--- src/rtl/ring_rr_arbiter.sv ---
// Round-robin arbiter with a self-correcting one-hot priority token, a
// hold-limit forced release and a one-cycle dead gap between grants.
module ring_rr_arbiter #(
  parameter int N        = 4,
  parameter int MAX_HOLD = 8
) (
  input  logic                 i_clk,
  input  logic                 i_reset,
  input  logic [N-1:0]         i_req,
  input  logic [N-1:0]         i_rel,
  output logic [N-1:0]         o_gnt,
  output logic                 o_gnt_valid,
  output logic [$clog2(N)-1:0] o_gnt_id,
  output logic [N-1:0]         o_ptr,
  output logic                 o_timeout,
  output logic                 o_err_fix
);

  localparam int IW = $clog2(N);
  localparam int CW = $clog2(MAX_HOLD + 1) + 1;
  localparam logic [CW-1:0] HOLD_LIM = CW'(MAX_HOLD);
  localparam logic [N-1:0]  PTR_RST  = N'(1);

  typedef enum logic [1:0] {
    S_IDLE  = 2'd0,
    S_GRANT = 2'd1,
    S_GAP   = 2'd2
  } state_t;

  state_t          r_state;
  logic [N-1:0]    r_gnt;
  logic            r_gnt_valid;
  logic [IW-1:0]   r_gnt_id;
  logic [N-1:0]    r_ptr;
  logic [CW-1:0]   r_cnt;
  logic            r_timeout;
  logic            r_err_fix;

  logic [N-1:0]    w_ptr;
  logic            w_ptr_ok;
  logic [IW-1:0]   w_start;
  logic [IW-1:0]   w_idx;
  logic            w_found;
  logic [IW-1:0]   w_win;
  logic [N-1:0]    w_win_oh;
  logic [N-1:0]    w_rot;
  logic            w_req_g;
  logic            w_rel_g;
  logic            w_cnt_hit;
  logic            w_release;

  // All token consumers read through this net so a corrupted token is seen uniformly.
  assign w_ptr    = r_ptr;
  assign w_ptr_ok = (w_ptr != '0) && ((w_ptr & (w_ptr - 1'b1)) == '0);

  always_comb begin
    w_start = '0;
    if (w_ptr_ok) begin
      for (int i = 0; i < N; i++) begin
        if (w_ptr[i]) w_start = IW'(i);
      end
    end
  end

  always_comb begin
    w_found = 1'b0;
    w_win   = '0;
    w_idx   = '0;
    for (int k = 0; k < N; k++) begin
      w_idx = IW'((int'(w_start) + k) % N);
      if (!w_found && i_req[w_idx]) begin
        w_found = 1'b1;
        w_win   = w_idx;
      end
    end
  end

  assign w_win_oh  = PTR_RST << w_win;
  assign w_rot     = {r_gnt[N-2:0], r_gnt[N-1]};
  assign w_req_g   = i_req[r_gnt_id];
  assign w_rel_g   = i_rel[r_gnt_id];
  assign w_cnt_hit = (MAX_HOLD != 0) && (r_cnt == HOLD_LIM);
  assign w_release = !w_req_g || w_rel_g || w_cnt_hit;

  always_ff @(posedge i_clk) begin
    if (!i_reset) begin
      r_state     <= S_IDLE;
      r_gnt       <= '0;
      r_gnt_valid <= 1'b0;
      r_gnt_id    <= '0;
      r_ptr       <= PTR_RST;
      r_cnt       <= '0;
      r_timeout   <= 1'b0;
      r_err_fix   <= 1'b0;
    end else begin
      r_timeout <= 1'b0;
      r_err_fix <= !w_ptr_ok;
      if (!w_ptr_ok) r_ptr <= PTR_RST;

      case (r_state)
        S_IDLE, S_GAP: begin
          if (w_found) begin
            r_gnt       <= w_win_oh;
            r_gnt_valid <= 1'b1;
            r_gnt_id    <= w_win;
            r_cnt       <= CW'(1);
            r_state     <= S_GRANT;
          end else begin
            r_state <= S_IDLE;
          end
        end
        S_GRANT: begin
          if (w_release) begin
            r_gnt       <= '0;
            r_gnt_valid <= 1'b0;
            r_gnt_id    <= '0;
            r_cnt       <= '0;
            r_state     <= S_GAP;
            r_timeout   <= w_cnt_hit && w_req_g && !w_rel_g;
            // A token repair outranks the rotation.
            if (w_ptr_ok) r_ptr <= w_rot;
          end else if (r_cnt < HOLD_LIM) begin
            r_cnt <= r_cnt + 1'b1;
          end
        end
        default: begin
          r_gnt       <= '0;
          r_gnt_valid <= 1'b0;
          r_gnt_id    <= '0;
          r_state     <= S_IDLE;
        end
      endcase
    end
  end

  assign o_gnt       = r_gnt;
  assign o_gnt_valid = r_gnt_valid;
  assign o_gnt_id    = r_gnt_id;
  assign o_ptr       = r_ptr;
  assign o_timeout   = r_timeout;
  assign o_err_fix   = r_err_fix;

endmodule

--- config.mk ---
export PLATFORM = sky130hd
export DESIGN_NAME = ring_rr_arbiter
export DESIGN_NICKNAME = d
export VERILOG_FILES = /design/src/rtl/ring_rr_arbiter.sv
export SDC_FILE = /design/constraint.sdc
export NUM_CORES = 1
export LEC_CHECK = 0
export BUFFER_PORTS_ARGS = -buffer_cell sky130_fd_sc_hd__buf_4
export CORE_ASPECT_RATIO = 1.25
export CORE_MARGIN = 2
export CORE_UTILIZATION = 45
export CTS_CLUSTER_SIZE = 14
export DETAILED_ROUTE_END_ITERATION = 12
export GPL_ROUTABILITY_DRIVEN = 0
export PLACE_DENSITY = 0.66
export RECOVER_POWER = 100
export SKIP_LAST_GASP = 1
export SLEW_MARGIN = 10
export SYNTH_ARGS = -nofsm -noshare
export SYNTH_HDL_FRONTEND = slang
export SYNTH_SLANG_ARGS = --single-unit
export TNS_END_PERCENT = 100
--- constraint.sdc ---
create_clock -name i_clk -period 4 [get_ports i_clk]
set_clock_uncertainty 0.2 [all_clocks]
set_input_delay 0.4 -clock i_clk [delete_from_list [all_inputs] [get_ports i_clk]]
set_output_delay 0.4 -clock i_clk [all_outputs]
set_load 0.005 [all_outputs]
==> results of run 1 <==
cell type report:
type	count	area, um^2
fillers	288	1240
well taps	34	42.5
flip-flops and latches	20	400
inverters	6	22.5
clock buffers	4	36.3
multi-input cells	112	822
repair buffers	22	165
synthesized netlist by cell type, drive strengths merged, types with 2 or more instances:
master   n  area [um^2]
nor2b    7         43.8
o21a     4         30.0
nand3b   2         15.0
ha       2         25.0
nor3b    2         15.0
or2      4         27.5
buf      7         52.5
clkbuf   2         7.51
or3      2         12.5
dfxtp   20          400
a31oi    3         25.0
nor2    11         41.3
a21oi    4         20.0
and2     2         13.8
o31ai    3         27.5
o31a     3         26.3
nor3     5         25.0
a21o     3         23.8
mux2i    4         40.0
and3b    2         17.5
a22o     5         43.8
o311a    3         42.5
inv      6         22.5
nand2   10         37.5
nand3    2         15.0
nor4     3         18.8
nor4b    3         53.8
o21ai    6         30.0
stage by stage:
| step | util, % | instances | cell area (um^2) | power, mW |
|---|---|---|---|---|
| after detailed placement | 53.7 | 194 | 1470 | 0.324 |
| final | 54.5 | 198 | 1490 | 0.437 |
| after global routing | 54.5 | 198 | 1490 | 0.461 |
| after global placement | 53.7 | 194 | 1470 | 0.323 |
| after CTS | 55.0 | 198 | 1500 | 0.441 |
| after floorplan | - | 147 | 1320 | 0.294 |
worst max-delay path, stage by stage (launching register included):
cell and delay, ns:
sky130_fd_sc_hd__dfxtp_1 0.65, sky130_fd_sc_hd__xor2_1 0.33, sky130_fd_sc_hd__a211oi_1 0.14, sky130_fd_sc_hd__nor3_1 0.44
sky130_fd_sc_hd__o31a_1 0.45, sky130_fd_sc_hd__nor4b_1 0.48, sky130_fd_sc_hd__a22o_1 0.21
state kept, by name (all words and copies together), names as in the netlist:
name / flops
o_gnt_valid: 1
o_gnt: 4
r_cnt: 5
o_ptr: 4
o_gnt_id: 2
o_err_fix: 1
r_state: 2
o_timeout: 1
cells in the final DEF (no fill, tap or decap), types with 2 or more instances in the layout:
master / n
sky130_fd_sc_hd__a21o_1: 2
sky130_fd_sc_hd__a21oi_1: 4
sky130_fd_sc_hd__a22o_1: 5
sky130_fd_sc_hd__a31oi_1: 2
sky130_fd_sc_hd__and3b_1: 2
sky130_fd_sc_hd__buf_4: 9
sky130_fd_sc_hd__clkbuf_4: 16
sky130_fd_sc_hd__dfxtp_1: 20
sky130_fd_sc_hd__ha_1: 2
sky130_fd_sc_hd__inv_1: 6
sky130_fd_sc_hd__mux2i_1: 4
sky130_fd_sc_hd__nand2_1: 10
sky130_fd_sc_hd__nand3b_1: 2
sky130_fd_sc_hd__nor2_1: 11
sky130_fd_sc_hd__nor2b_1: 7
sky130_fd_sc_hd__nor3_1: 5
sky130_fd_sc_hd__nor3b_1: 2
sky130_fd_sc_hd__nor4_1: 3
sky130_fd_sc_hd__nor4b_2: 2
sky130_fd_sc_hd__o21a_1: 4
sky130_fd_sc_hd__o21ai_0: 5
sky130_fd_sc_hd__o31a_1: 3
sky130_fd_sc_hd__o31ai_1: 2
sky130_fd_sc_hd__or3_1: 2
metal layers:
layer	wire length [um]	vias up	part of all wire, %
li1	-	587	-
met1	1490	561	49
met2	1430	17	47
met3	89	4	2.9
met4	17	0	0.56
met5	0	-	0
logic make-up after synthesis:
kind of cell | Yosys count
xor+xnor | 2
compound gates | 45
buf+inv | 15
flops | 20
simple gates | 58
fa+ha+maj | 2
mux | 5
report_power, final:
group	switching, mW	internal [mW]	total (mW)
logic	0.0502	0.0449	0.0951
clock network	0.0640	0.0556	0.120
registers	0.0126	0.209	0.222
path summary, 6_finish.rpt:
check,end,startpoint,slack [ns],cells past startpoint
hold / removal,o_ptr[0],i_reset,0.13,2
hold reg to reg,o_gnt_valid,o_gnt_valid,0.30,1
setup reg to reg,o_gnt[2],o_ptr[2],1.05,6
setup / recovery,o_gnt[2],o_ptr[2],1.05,6
==> impl_metrics.sql, run 1 <==
INSERT INTO impl_metrics (metric_group, metric, value, unit) VALUES
('clock_tree', 'cts_tree', 'done', ''),
('timing', 'drv_slew', '0', ''),
('setup_path', 'worst_setup_path_end_kind', 'flop', ''),
('die', 'die_width', '52.4', 'um'),
('run_status', 'run_status', 'completed', ''),
('synth', 'synth_compound_area_share', '27.9', '%'),
('timing', 'final.min_clock_period', '2.95', 'ns'),
('die', 'core-area', '2730', 'um^2'),
('global_route', 'grt-busiest-layer', 'met2', ''),
('setup_path', 'worstPathArrival', '3.01', 'ns'),
('routing', 'antenna_left', '0', ''),
('global_route', 'grt_first_pass_wirelength', '5.16', 'mm'),
('place', 'detailed_place_hpwl', '2.34', 'mm'),
('global_route', 'grt_usage', '19.8', '%'),
('timing', 'timing_hold_violations_final', '0', ''),
('finish', 'area_growth_syn_to_layout', '12.8', '%'),
('synth', 'postSynthRegisterBits', '20', ''),
('die', 'die-height', '64.6', 'um'),
('global_route', 'grt_max_degree', '16', ''),
('global_route', 'met2_demand_to_capacity_share_in_global_routing', '32.0', '%'),
('finish', 'nets', '177', ''),
('clock_tree', 'hold_buffers', '0', ''),
('synth', 'yosys_warnings', '0', ''),
('flow_run', 'timing.max_cap.violations', '0', ''),
('clock_tree', 'tritoncts.num_buffers', '3', ''),
('setup_path', 'timing.critical_path.from_type', 'flop', ''),
('synth', 'synth.lib_cells_used.distinct', '59', ''),
('clock_tree', 'post_cts.resized_instances', '0', ''),
('global_route', 'first_global_vias', '1091', ''),
('die', 'floorplan.initialDensity', '48.3', '%'),
('synth', 'synthCells', '147', ''),
('clock_tree', 'cts_sinks', '20', ''),
('die', 'floorplan.die_area', '3390', 'um^2'),
('synth', 'synth-edff-count', '0', ''),
('synth', 'syn_avg_cell_area', '8.98', 'um^2'),
('synth', 'synthSimpleGateAreaFrac', '27.6', '%'),
('setup_path', 'timing.critical_path.fanout_max', '15', ''),
('timing', 'worst_hold_margin', '0.134', 'ns'),
('clock_tree', 'cts_max_path_buffers', '2', ''),
('timing', 'fin_tns_setup', '0', 'ns'),
('routing', 'drt-wirelength-per-cell', '15.3', 'um'),
('timing', 'layout_setup_ws', '1.05', 'ns'),
('setup_path', 'worstPathRequired', '4.06', 'ns'),
('place', 'port_buffers', '22', ''),
('timing', 'setup_viol_count_final', '0', ''),
('synth', 'synth_sequential_area_ratio', '30.3', '%'),
('pwr', 'worst_ir_drop_vdd', '0.286', 'mV'),
('clock_tree', 'cts.reportedPaths.clkPinSlew', '0.11', 'ns'),
('timing', 'slew_headroom', '66.5', '%'),
('pwr', 'power.static_leakage', '0.601', 'nW'),
('routing', 'routed_wl', '3.02', 'mm'),
('global_route', 'number_of_antenna_violations_at_the_first_check_in_global_routing', '0', ''),
('pwr', 'power_density_over_cell_area', '293', 'nW/um^2'),
('timing', 'rsz0062_at_grt', 'no', ''),
('synth', 'synthesis.area', '1320', 'um^2'),
('routing', 'routed-via-count', '1169', ''),
('die', 'std_cell_rows', '21', ''),
('global_route', 'global_route.usage.met3', '4.61', '%'),
('routing', 'first_pass_iters', '4', ''),
('synth', 'post_synth_mux_area_share', '4.74', '%'),
('clock_tree', 'clkLatencyLatePin', '0.30', 'ns'),
('clock_tree', 'post_cts_setup_bufs', '0', ''),
('synth', 'adder_cell_fraction_of_synth_area', '1.90', '%'),
('global_route', 'gr-total-overflow', '0', ''),
('finish', 'layout-drive-gt1-share', '23.8', '%'),
('synth', 'yosys.area_share.xor_xnor', '1.33', '%'),
('synth', 'async_reset_ff_share', '0', '%'),
('clock_tree', 'ctsRootBufferMaster', 'sky130_fd_sc_hd__clkbuf_4', ''),
('synth', 'synth_top_flop_cell', 'sky130_fd_sc_hd__dfxtp_1', ''),
('die', 'io_pins', '23', ''),
('timing', 'fmax', '339', 'MHz'),
('routing', 'initialDrtViolationCount', '22', ''),
('setup_path', 'timing.setup.critical_path_class', 'flop to flop', ''),
('global_route', 'use_met1', '26.7', '%'),
('timing', 'period_share', '73.8', '%'),
('timing', 'timing_worst_slew_pin_value', '0.496', 'ns'),
('synth', 'mappedNetlistNets', '159', ''),
('routing', 'via_per_inst', '5.90', ''),
('synth', 'synth_top_family_by_area', 'compound AO/OA/AOI/OAI gates', ''),
('clock_tree', 'htreeDepth', '1', ''),
('finish', 'num_antenna_cells', '0', ''),
('hold_path', 'min_path_type', 'primary input to flop', ''),
('routing', 'drc_errors', '0', ''),
('place', 'place_ws', '1.27', 'ns');
No activity file was read; power rests on OpenSTA's default activity.
==> inputs of run 2 (changes only) <==
==> constraint.sdc (replaced) <==
create_clock -name i_clk -period 2.85 [get_ports i_clk]
set_clock_uncertainty 0.2 [all_clocks]
set_input_delay 0.285 -clock i_clk [delete_from_list [all_inputs] [get_ports i_clk]]
set_output_delay 0.285 -clock i_clk [all_outputs]
set_load 0.005 [all_outputs]
==> run 2 against run 1 <==
Against the previous run:
- core utilization is 1.1 points higher
- highest routed layer unchanged
- cell area up 2.0%
- fmax is 19% higher
- register-to-register slack got worse by 0.69 ns
- largest power group unchanged
- critical path type unchanged
==> impl_metrics.sql, run 2 (synthesis gave the netlist of run 1 again) <==
INSERT INTO impl_metrics (metric_group, metric, value, unit) VALUES
('clock_tree', 'post_cts_setup_bufs', '0', ''),
('pwr', 'power.static_leakage', '0.616', 'nW'),
('die', 'die-height', '64.6', 'um'),
('timing', 'timing_hold_violations_final', '0', ''),
('setup_path', 'worstPathArrival', '2.53', 'ns'),
('finish', 'register_with_the_most_flip_flops', 'r_cnt', ''),
('pwr', 'power.total', '0.611', 'mW'),
('routing', 'via_per_inst', '5.89', ''),
('timing', 'period_share', '87.3', '%'),
('timing', 'timing_worst_slew_pin_value', '0.534', 'ns'),
('timing', 'fin_tns_setup', '0', 'ns'),
('flow_run', 'timing.max_cap.violations', '0', ''),
('hold_path', 'min_path_type', 'primary input to flop', ''),
('finish', 'layout_commonest_cell', 'sky130_fd_sc_hd__dfxtp_1', ''),
('clock_tree', 'cts_sinks', '20', ''),
('clock_tree', 'clkLatencyLatePin', '0.30', 'ns'),
('pwr', 'clock_power_share', '26.8', '%'),
('routing', 'antenna_left', '0', ''),
('setup_path', 'endpoint', 'r_cnt[1]', ''),
('finish', 'post-route-cell-area', '1520', 'um^2'),
('setup_path', 'timing.critical_path.fanout_max', '12', ''),
('setup_path', 'reg2reg_to', 'r_cnt[1]', ''),
('finish', 'area_growth_syn_to_layout', '15.1', '%'),
('finish', 'most-common-layout-cells', 'sky130_fd_sc_hd__dfxtp_1 (19), sky130_fd_sc_hd__clkbuf_4 (15), sky130_fd_sc_hd__nor2_1 (11), sky130_fd_sc_hd__buf_4 (11), sky130_fd_sc_hd__nand2_1 (10)', ''),
('finish', 'nets', '178', ''),
('setup_path', 'crit_buf_inv', '0', ''),
('timing', 'rsz0062_at_grt', 'no', ''),
('finish', 'ff_latch_area', '402', 'um^2'),
('finish', 'layout-drive-gt1-share', '26.7', '%'),
('setup_path', 'timing.critical_path.from_type', 'flop', ''),
('place', 'detailed_place_hpwl', '2.27', 'mm'),
('clock_tree', 'ctsRootBufferMaster', 'sky130_fd_sc_hd__clkbuf_4', ''),
('finish', 'multi_input_logic_area', '843', 'um^2'),
('die', 'die_width', '52.4', 'um'),
('place', 'place_ws', '0.0895', 'ns'),
('global_route', 'grt_max_degree', '16', ''),
('clock_tree', 'cts.reportedPaths.clkPinSlew', '0.11', 'ns'),
('setup_path', 'worstReg2RegStart', 'o_ptr[1]', ''),
('setup_path', 'startpoint', 'o_ptr[1]', ''),
('finish', 'largest_register_ff_count', '5', ''),
('pwr', 'share_comb_of_total_power', '22.4', '%'),
('routing', 'routed-via-count', '1173', ''),
('setup_path', 'reg2reg_slack', '0.36', 'ns'),
('setup_path', 'crit_cells', '6', ''),
('pwr', 'sequentialPowerShare', '50.9', '%'),
('clock_tree', 'htreeDepth', '1', ''),
('place', 'port_buffers', '22', ''),
('global_route', 'gr-total-overflow', '0', ''),
('place', 'detailed_place.area', '1480', 'um^2'),
('routing', 'routed_wl', '2.96', 'mm'),
('timing', 'fmax', '402', 'MHz'),
('routing', 'initialDrtViolationCount', '19', ''),
('timing', 'slew_headroom', '64.3', '%'),
('setup_path', 'timing.setup.critical_path_class', 'flop to flop', ''),
('run_status', 'run_status', 'completed', ''),
('routing', 'drc_errors', '0', ''),
('die', 'floorplan.initialDensity', '48.3', '%'),
('finish', 'num_antenna_cells', '0', ''),
('timing', 'setup_viol_count_final', '0', ''),
('clock_tree', 'cts_tree', 'done', ''),
('setup_path', 'cpPeakStageDelay', '0.59', 'ns'),
('pwr', 'worst_ir_drop_vdd', '0.338', 'mV'),
('setup_path', 'crit_path_max_delay_cell_type', 'sky130_fd_sc_hd__dfxtp_1', ''),
('die', 'std_cell_rows', '21', ''),
('timing', 'final.min_clock_period', '2.49', 'ns'),
('clock_tree', 'tritoncts.num_buffers', '3', ''),
('setup_path', 'crit_family', 'simple AND/OR/NAND/NOR gates', ''),
('pwr', 'p_sw', '0.174', 'mW'),
('global_route', 'number_of_antenna_violations_at_the_first_check_in_global_routing', '0', ''),
('pwr', 'power_report.internal_total', '0.437', 'mW'),
('clock_tree', 'post_cts.resized_instances', '0', ''),
('setup_path', 'worstRegToRegCells', '6', ''),
('pwr', 'power_switching_share', '28.5', '%'),
('timing', 'layout_setup_ws', '0.363', 'ns'),
('timing', 'drv_slew', '0', ''),
('die', 'io_pins', '23', ''),
('setup_path', 'worstPathRequired', '2.89', 'ns'),
('setup_path', 'critical_path.cell_chain', 'nor4b_2 -> nor2b_1 -> nor3_2 -> o31a_2 -> or3_1 -> a21oi_1', ''),
('setup_path', 'worst_setup_path_end_kind', 'flop', ''),
('global_route', 'grt_first_pass_wirelength', '5.06', 'mm'),
('global_route', 'grt_usage', '19.1', '%'),
('finish', 'filler_cell_count', '274', ''),
('global_route', 'first_global_vias', '1124', ''),
('routing', 'drt-wirelength-per-cell', '14.9', 'um'),
('routing', 'first_pass_iters', '4', ''),
('clock_tree', 'hold_buffers', '0', ''),
('pwr', 'power_density_over_cell_area', '402', 'nW/um^2'),
('die', 'floorplan.die_area', '3390', 'um^2'),
('clock_tree', 'cts_max_path_buffers', '2', ''),
('die', 'core-area', '2730', 'um^2');
-- run 2: worst min-delay path by stage --
stage / end / cells past startpoint / start / slack (ns)
after global routing: o_ptr[0] / 2 / i_reset / 0.02
after detailed placement: o_gnt_valid / 1 / o_gnt_valid / 0.27
after floorplan: o_gnt_valid / 1 / o_gnt_valid / 0.27
final: o_ptr[0] / 2 / i_reset / 0.02
after global placement: o_gnt_valid / 1 / o_gnt_valid / 0.28
after CTS: o_ptr[0] / 2 / i_reset / 0.02
-- run 2: layout make-up --
class                   instances  share of cell area (%)
repair buffers                 23                    11.4
inverters                       6                    1.48
clock buffers                   4                    2.39
multi-input cells             112                    55.5
flip-flops and latches         20                    26.4
well taps                      34                    2.80
-- run 2: power by group through the flow --
stage | logic [mW] | registers (mW) | clock network, mW
detailed placement | 0.136 | 0.318 | 0
global placement | 0.136 | 0.317 | 0
global route | 0.153 | 0.314 | 0.180
finish | 0.137 | 0.311 | 0.163
floorplan | 0.103 | 0.310 | 0
CTS | 0.137 | 0.311 | 0.169
-- run 2: metal layers --
metal / share of wire, % / vias up / track usage (%)
li1: - / 590 / -
met1: 47 / 552 / 25.6
met2: 50 / 29 / 32.2
met3: 3.3 / 2 / 4.84
met4: 0.30 / 0 / 0.962
met5: 0 / - / 0
-- run 2: per-stage QoR --
step | hold WS [ns] | utilization, % | cells
after floorplan | 0.266 | - | 147
after global placement | 0.277 | 54.0 | 195
after detailed placement | 0.272 | 54.0 | 195
after CTS | 0.0168 | 55.3 | 199
after global routing | 0.0230 | 55.6 | 199
final | 0.0210 | 55.6 | 199
